--- src/rtl/pc_unit.sv ---
// Fetch program counter with boot delay, stall/fetch handshake, halt/resume and
// misaligned-redirect capture. Define PC_UNIT_C_EXT_EN for compressed (2-byte) stepping.
module pc_unit #(
  parameter int              XLEN         = 32,
  parameter logic [XLEN-1:0] RESET_VECTOR = '0,
  parameter int              BOOT_CYCLES  = 1
) (
  input  logic            clk,
  input  logic            reset,
  input  logic            stall,
  input  logic            fetch_ready,
`ifdef PC_UNIT_C_EXT_EN
  input  logic            is_compressed,
`endif
  input  logic            redirect_valid,
  input  logic [XLEN-1:0] redirect_target,
  input  logic            trap_valid,
  input  logic [XLEN-1:0] trap_target,
  input  logic            halt_req,
  input  logic            resume,
  output logic [XLEN-1:0] pc,
  output logic [XLEN-1:0] pc_plus_step,
  output logic            fetch_valid,
  output logic            misaligned,
  output logic [XLEN-1:0] bad_addr,
  output logic [1:0]      state
);

  localparam logic [1:0] ST_BOOT = 2'b00;
  localparam logic [1:0] ST_RUN  = 2'b01;
  localparam logic [1:0] ST_HALT = 2'b10;

  localparam logic [7:0] BOOT_LAST = 8'(BOOT_CYCLES - 1);

  logic [XLEN-1:0] r_pc;
  logic [XLEN-1:0] r_bad_addr;
  logic [1:0]      r_state;
  logic            r_fetch_valid;
  logic            r_misaligned;
  logic [7:0]      r_boot_cnt;

  logic [XLEN-1:0] w_step;
  logic [XLEN-1:0] w_pc_plus_step;
  logic [XLEN-1:0] w_trap_pc;
  logic            w_redir_ok;
  logic [XLEN-1:0] w_pc_nxt;
  logic [XLEN-1:0] w_bad_nxt;
  logic [1:0]      w_state_nxt;
  logic            w_mis_nxt;
  logic [7:0]      w_cnt_nxt;

`ifdef PC_UNIT_C_EXT_EN
  assign w_step     = is_compressed ? XLEN'(2) : XLEN'(4);
  assign w_trap_pc  = trap_target & ~XLEN'(1);
  assign w_redir_ok = (redirect_target[0] == 1'b0);
`else
  assign w_step     = XLEN'(4);
  assign w_trap_pc  = trap_target & ~XLEN'(3);
  assign w_redir_ok = (redirect_target[1:0] == 2'b00);
`endif

  // Wraps modulo 2^XLEN by construction.
  assign w_pc_plus_step = r_pc + w_step;

  always_comb begin
    w_pc_nxt    = r_pc;
    w_bad_nxt   = r_bad_addr;
    w_state_nxt = r_state;
    w_mis_nxt   = 1'b0;
    w_cnt_nxt   = r_boot_cnt;
    case (r_state)
      ST_BOOT: begin
        if (r_boot_cnt == BOOT_LAST) w_state_nxt = ST_RUN;
        else                         w_cnt_nxt   = r_boot_cnt + 8'd1;
      end
      ST_RUN: begin
        if (trap_valid) begin
          w_pc_nxt = w_trap_pc;
        end else if (redirect_valid) begin
          if (w_redir_ok) begin
            w_pc_nxt = redirect_target;
          end else begin
            w_mis_nxt = 1'b1;
            w_bad_nxt = redirect_target;
          end
        end else if (halt_req) begin
          w_state_nxt = ST_HALT;
        end else if (fetch_ready && !stall) begin
          w_pc_nxt = w_pc_plus_step;
        end
      end
      ST_HALT: begin
        // A redirect retargets the held PC but does not wake the core.
        if (trap_valid) begin
          w_pc_nxt    = w_trap_pc;
          w_state_nxt = ST_RUN;
        end else if (redirect_valid) begin
          if (w_redir_ok) begin
            w_pc_nxt = redirect_target;
          end else begin
            w_mis_nxt = 1'b1;
            w_bad_nxt = redirect_target;
          end
        end else if (resume && !halt_req) begin
          w_state_nxt = ST_RUN;
        end
      end
      default: w_state_nxt = ST_BOOT;
    endcase
  end

  always_ff @(posedge clk or negedge reset) begin
    if (!reset) begin
      r_pc          <= RESET_VECTOR;
      r_bad_addr    <= '0;
      r_state       <= ST_BOOT;
      r_fetch_valid <= 1'b0;
      r_misaligned  <= 1'b0;
      r_boot_cnt    <= 8'd0;
    end else begin
      r_pc          <= w_pc_nxt;
      r_bad_addr    <= w_bad_nxt;
      r_state       <= w_state_nxt;
      r_fetch_valid <= (w_state_nxt == ST_RUN);
      r_misaligned  <= w_mis_nxt;
      r_boot_cnt    <= w_cnt_nxt;
    end
  end

  assign pc           = r_pc;
  assign pc_plus_step = w_pc_plus_step;
  assign fetch_valid  = r_fetch_valid;
  assign misaligned   = r_misaligned;
  assign bad_addr     = r_bad_addr;
  assign state        = r_state;

endmodule

--- config.mk ---
export PLATFORM = sky130hd
export DESIGN_NAME = pc_unit
export DESIGN_NICKNAME = d
export VERILOG_FILES = /design/src/rtl/pc_unit.sv
export SDC_FILE = /design/constraint.sdc
export NUM_CORES = 1
export LEC_CHECK = 0
export ABC_CLOCK_PERIOD_IN_PS = 2300
export BUFFER_PORTS_ARGS = -buffer_cell sky130_fd_sc_hd__buf_2
export CAP_MARGIN = 5
export CORE_MARGIN = 8
export CORE_UTILIZATION = 40
export DETAILED_ROUTE_END_ITERATION = 7
export PLACE_DENSITY = 0.66
export SYNTH_ARGS = -nofsm -noshare
export SYNTH_HDL_FRONTEND = slang
export SYNTH_SLANG_ARGS = --single-unit
--- constraint.sdc ---
create_clock -name clk -period 2.3 [get_ports clk]
set_input_delay 0.115 -clock clk [delete_from_list [all_inputs] [get_ports clk]]
set_output_delay 0.115 -clock clk [all_outputs]
set_load 0.005 [all_outputs]
==> summary.md <==
| Metric | Value |
|---|---|
| Dpl hpwl | 12300 µm |
| Number of flops mapped to enable cells by yosys | 0 |
| Outcome | finished clean |
| Worst hold endpoint | bad_addr[23] |
| Final Cycle Share | 94.9% |
| Critical-path cell list | buf_4, nand4_1, buf_4, nor4_1, xor2_1, buf_2 |
| R2R Path Start | state[1] |
| Max Slew Vio Count | 0 |
| Post-DP Area | 5940 µm² |
| GRT Util Overall | 21.1% |
| Synth area leaders | dfrtp_1, mux2_2, xnor2_1, nand2_1, a21oi_1 |
| Via count | 4999 |
| Clock slew at the register clock pins of the worst setup and hold paths | 0.06 ns |
| YS warnings | 0 |
| Most common cell in the synthesized netlist | dfrtp_1 |
| Worst Path Arrival | 2.07 ns |
| Core Rows | 40 |
| CP dominant cell by count | buf_4 |
| Cell area power density | 1280 nW/µm² |
| Critical path class | reg -> out |
| Slew margin rel. | 32.4% |
| Largest net degree at the start of global routing | 77 |
| Worst hold path class | in -> reg |
| Fin. Hold Viols | 0 |
| Ant diodes | 0 |
| FF+latch count, synth | 76 |
| 1st-iter DRT viols | 423 |
| Longest Clk Path Bufs | 2 |
| Fraction of registers with async set/reset | 100% |
| P&R area growth vs syn | 31.8% |
| Share of the synthesized area in the top cell type | 39.2% |
| Post-DR wirelength/cell | 19.7 µm |
| Data required, critical path | 2.18 ns |
| CP max FO | 7 |
| Clock Skews | 0.00591 ns |
| Routed Wire Length | 16800 µm |
| Via density | 5.85 |
| Drt pass-1 iters | 5 |
| Peak VDD IR | 0.759 mV |
| Syn Nets | 611 |
| R2r endpoint | pc[5] |
| Static leakage | 0.00284 µW |
| Synthesized area | 4850 µm² |
| Net count, final | 782 |
| Setup TNS | 0 ns |
| R2r worst-path depth | 7 |
| Sequential fraction of the synthesis area | 39.2% |
| Gr ovfl total | 0 |
| Avg Inst Size Synth | 9.12 µm² |
| First-pass GRT wire length | 26900 µm |
| Residual DRC | 0 |
| PortBufs | 169 |
| Layout cells sized above 1 | 40.4% |
| Count of cell types in the netlist | 68 |
| Endpoint class of the critical path | output pin |
| CP peak stage delay | 0.50 ns |
| Reg2Reg Setup Slack | 0.18 ns |
| Vias in the first global route | 5150 |
| CP max-delay cell | nor4_1 |
| Hold slack | 0.0175 ns |
| Die Ht | 126 µm |
| Worst hold path depth | 2 |
| Fmax | 458 MHz |
| Synth area leader | dfrtp_1 |
| Number of routed nets with antenna violations | 0 |
| Hold Startpoint | redirect_target[23] |
| Htree depth | 3 |
| Synth Instances | 532 |
| Post-route design area | 6390 µm² |
| Die width | 126 µm |
| CTS tree | yes |
| Delay-heaviest family, CP | simple AND/OR/NAND/NOR gates |
| Final setup vio count | 0 |
| Post-layout min period | 2.18 ns |
| Initial antenna violation count | 1 |
| Tot Pwr | 8200 µW |
| CTS buffer count | 9 |
| I/O Pins | 172 |
| Clock latency on the worst-skew pair | 0.35 ns |
| CP Launch Type | register |
| Total die area | 15900 µm² |
| Root Driver | clkbuf_16 |
| Core Box Area | 11900 µm² |
| Post-synth top cells | dfrtp_1, nand2_1, a21oi_1, mux2_2, xnor2_1 |
| Max_cap viols | 0 |
| Bufs and invs on worst path | 3 |
| CTS Sinks | 76 |
| Top FF cell, synth | dfrtp_1 |
| Worst slew pin tran | 1.01 ns |
| Initial Utilization | 40.7% |
| GP Congestion | 0.859 |
[layout by cell type (no fill, tap or decap), types with 3 or more instances in the layout]
| cell | n |
|---|---|
| o21a_1 | 4 |
| a31oi_1 | 18 |
| buf_12 | 4 |
| dfrtp_2 | 10 |
| mux2_2 | 33 |
| buf_4 | 30 |
| o21ai_0 | 14 |
| nand3_1 | 25 |
| and4_1 | 4 |
| nand4_1 | 16 |
| a221oi_1 | 4 |
| nor3b_1 | 3 |
| clkbuf_16 | 9 |
| xnor2_1 | 29 |
| nor2_1 | 26 |
| buf_2 | 168 |
| and2_1 | 4 |
| dfrtp_1 | 66 |
| a2bb2oi_1 | 4 |
| nand2_1 | 67 |
| a211oi_1 | 10 |
| nor2_2 | 3 |
| clkbuf_8 | 4 |
| o221ai_1 | 7 |
| a311oi_1 | 3 |
| and3_1 | 5 |
| nor3_1 | 9 |
| o211ai_1 | 7 |
| xor2_1 | 6 |
| a22oi_1 | 3 |
| o31ai_1 | 3 |
| inv_1 | 9 |
| ha_1 | 6 |
| a21oi_1 | 44 |
[metal layers]
| layer | vias to the layer above | wire length, µm | global-route usage, % |
|---|---|---|---|
| li1 | 2310 | - | - |
| met1 | 2401 | 6840 | 24.9 |
| met2 | 246 | 7860 | 33.6 |
| met3 | 40 | 1560 | 6.84 |
| met5 | - | 9 | 0 |
| met4 | 2 | 531 | 11.1 |
[report_power, final]
part / leakage (µW) / switching, µW / internal [µW]
clock: 0.000158 / 573 / 957
sequential: 0.000911 / 747 / 1950
combinational: 0.00177 / 2020 / 1950
[worst max path at each step]
stage | slack [ns] | from | end | cells past startpoint
after global routing | -0.006 | state[0] | pc[5] | 8
after detailed placement | 0.14 | pc[3] | pc[16] | 7
after CTS | 0.02 | pc[3] | pc_plus_step[24] | 8
after floorplan | 0.29 | state[0] | pc[24] | 8
final | 0.12 | pc[2] | pc_plus_step[17] | 6
after global placement | 0.20 | pc[3] | pc[16] | 7
[stage by stage]
stage | setup slack [ns] | utilization [%] | cells
after CTS | 0.0216 | 53.2 | 851
after global placement | 0.196 | 49.9 | 832
after floorplan | 0.289 | - | 532
after detailed placement | 0.145 | 49.9 | 832
after global routing | -0.00610 | 53.7 | 855
final | 0.118 | 53.7 | 855
[logic make-up after synthesis]
group	after synthesis	share of synthesized area, %
and+or+nand+nor	189	20.5
AOI/OAI and AO/OA	137	19.0
buffers and inverters	53	5.16
DFF	76	39.2
xor gates and xnor gates	35	6.32
muxes	35	8.07
adders and majority gates	7	1.81
[registers in the layout (all words and copies together), names as in the netlist]
signal       count
bad_addr        32
fetch_valid      1
misaligned       1
pc              32
r_boot_cnt       8
state            2
[timing repair]
action / in CTS / in global routing
setup buffers: 2 / 3
resized for setup: 7 / 13
endpoints found under the setup margin: 10 / 12
gates cloned: 0 / 1
hold buffers: 1 / 0
pin swaps: 1 / 2
hold endpoints to repair: 76 / 0
[layout make-up]
class / instances / area [µm²]
clock inverter: 3 / 42.5
inverter: 9 / 33.8
multi-input combinational: 403 / 2770
clock buffer: 13 / 280
timing repair buffer: 204 / 1170
tap: 147 / 184
fill: 1153 / 5520
sequential: 76 / 1910
[worst reg2reg max path, stage by stage, from the launching register on]
cell	delay (ns)
dfrtp_1	0.42
ha_1	0.21
or2_1	0.32
buf_4	0.21
a21oi_1	0.40
o21ai_0	0.17
a21oi_1	0.21
a21oi_1	0.06
Power figures use the tool's default switching activity.
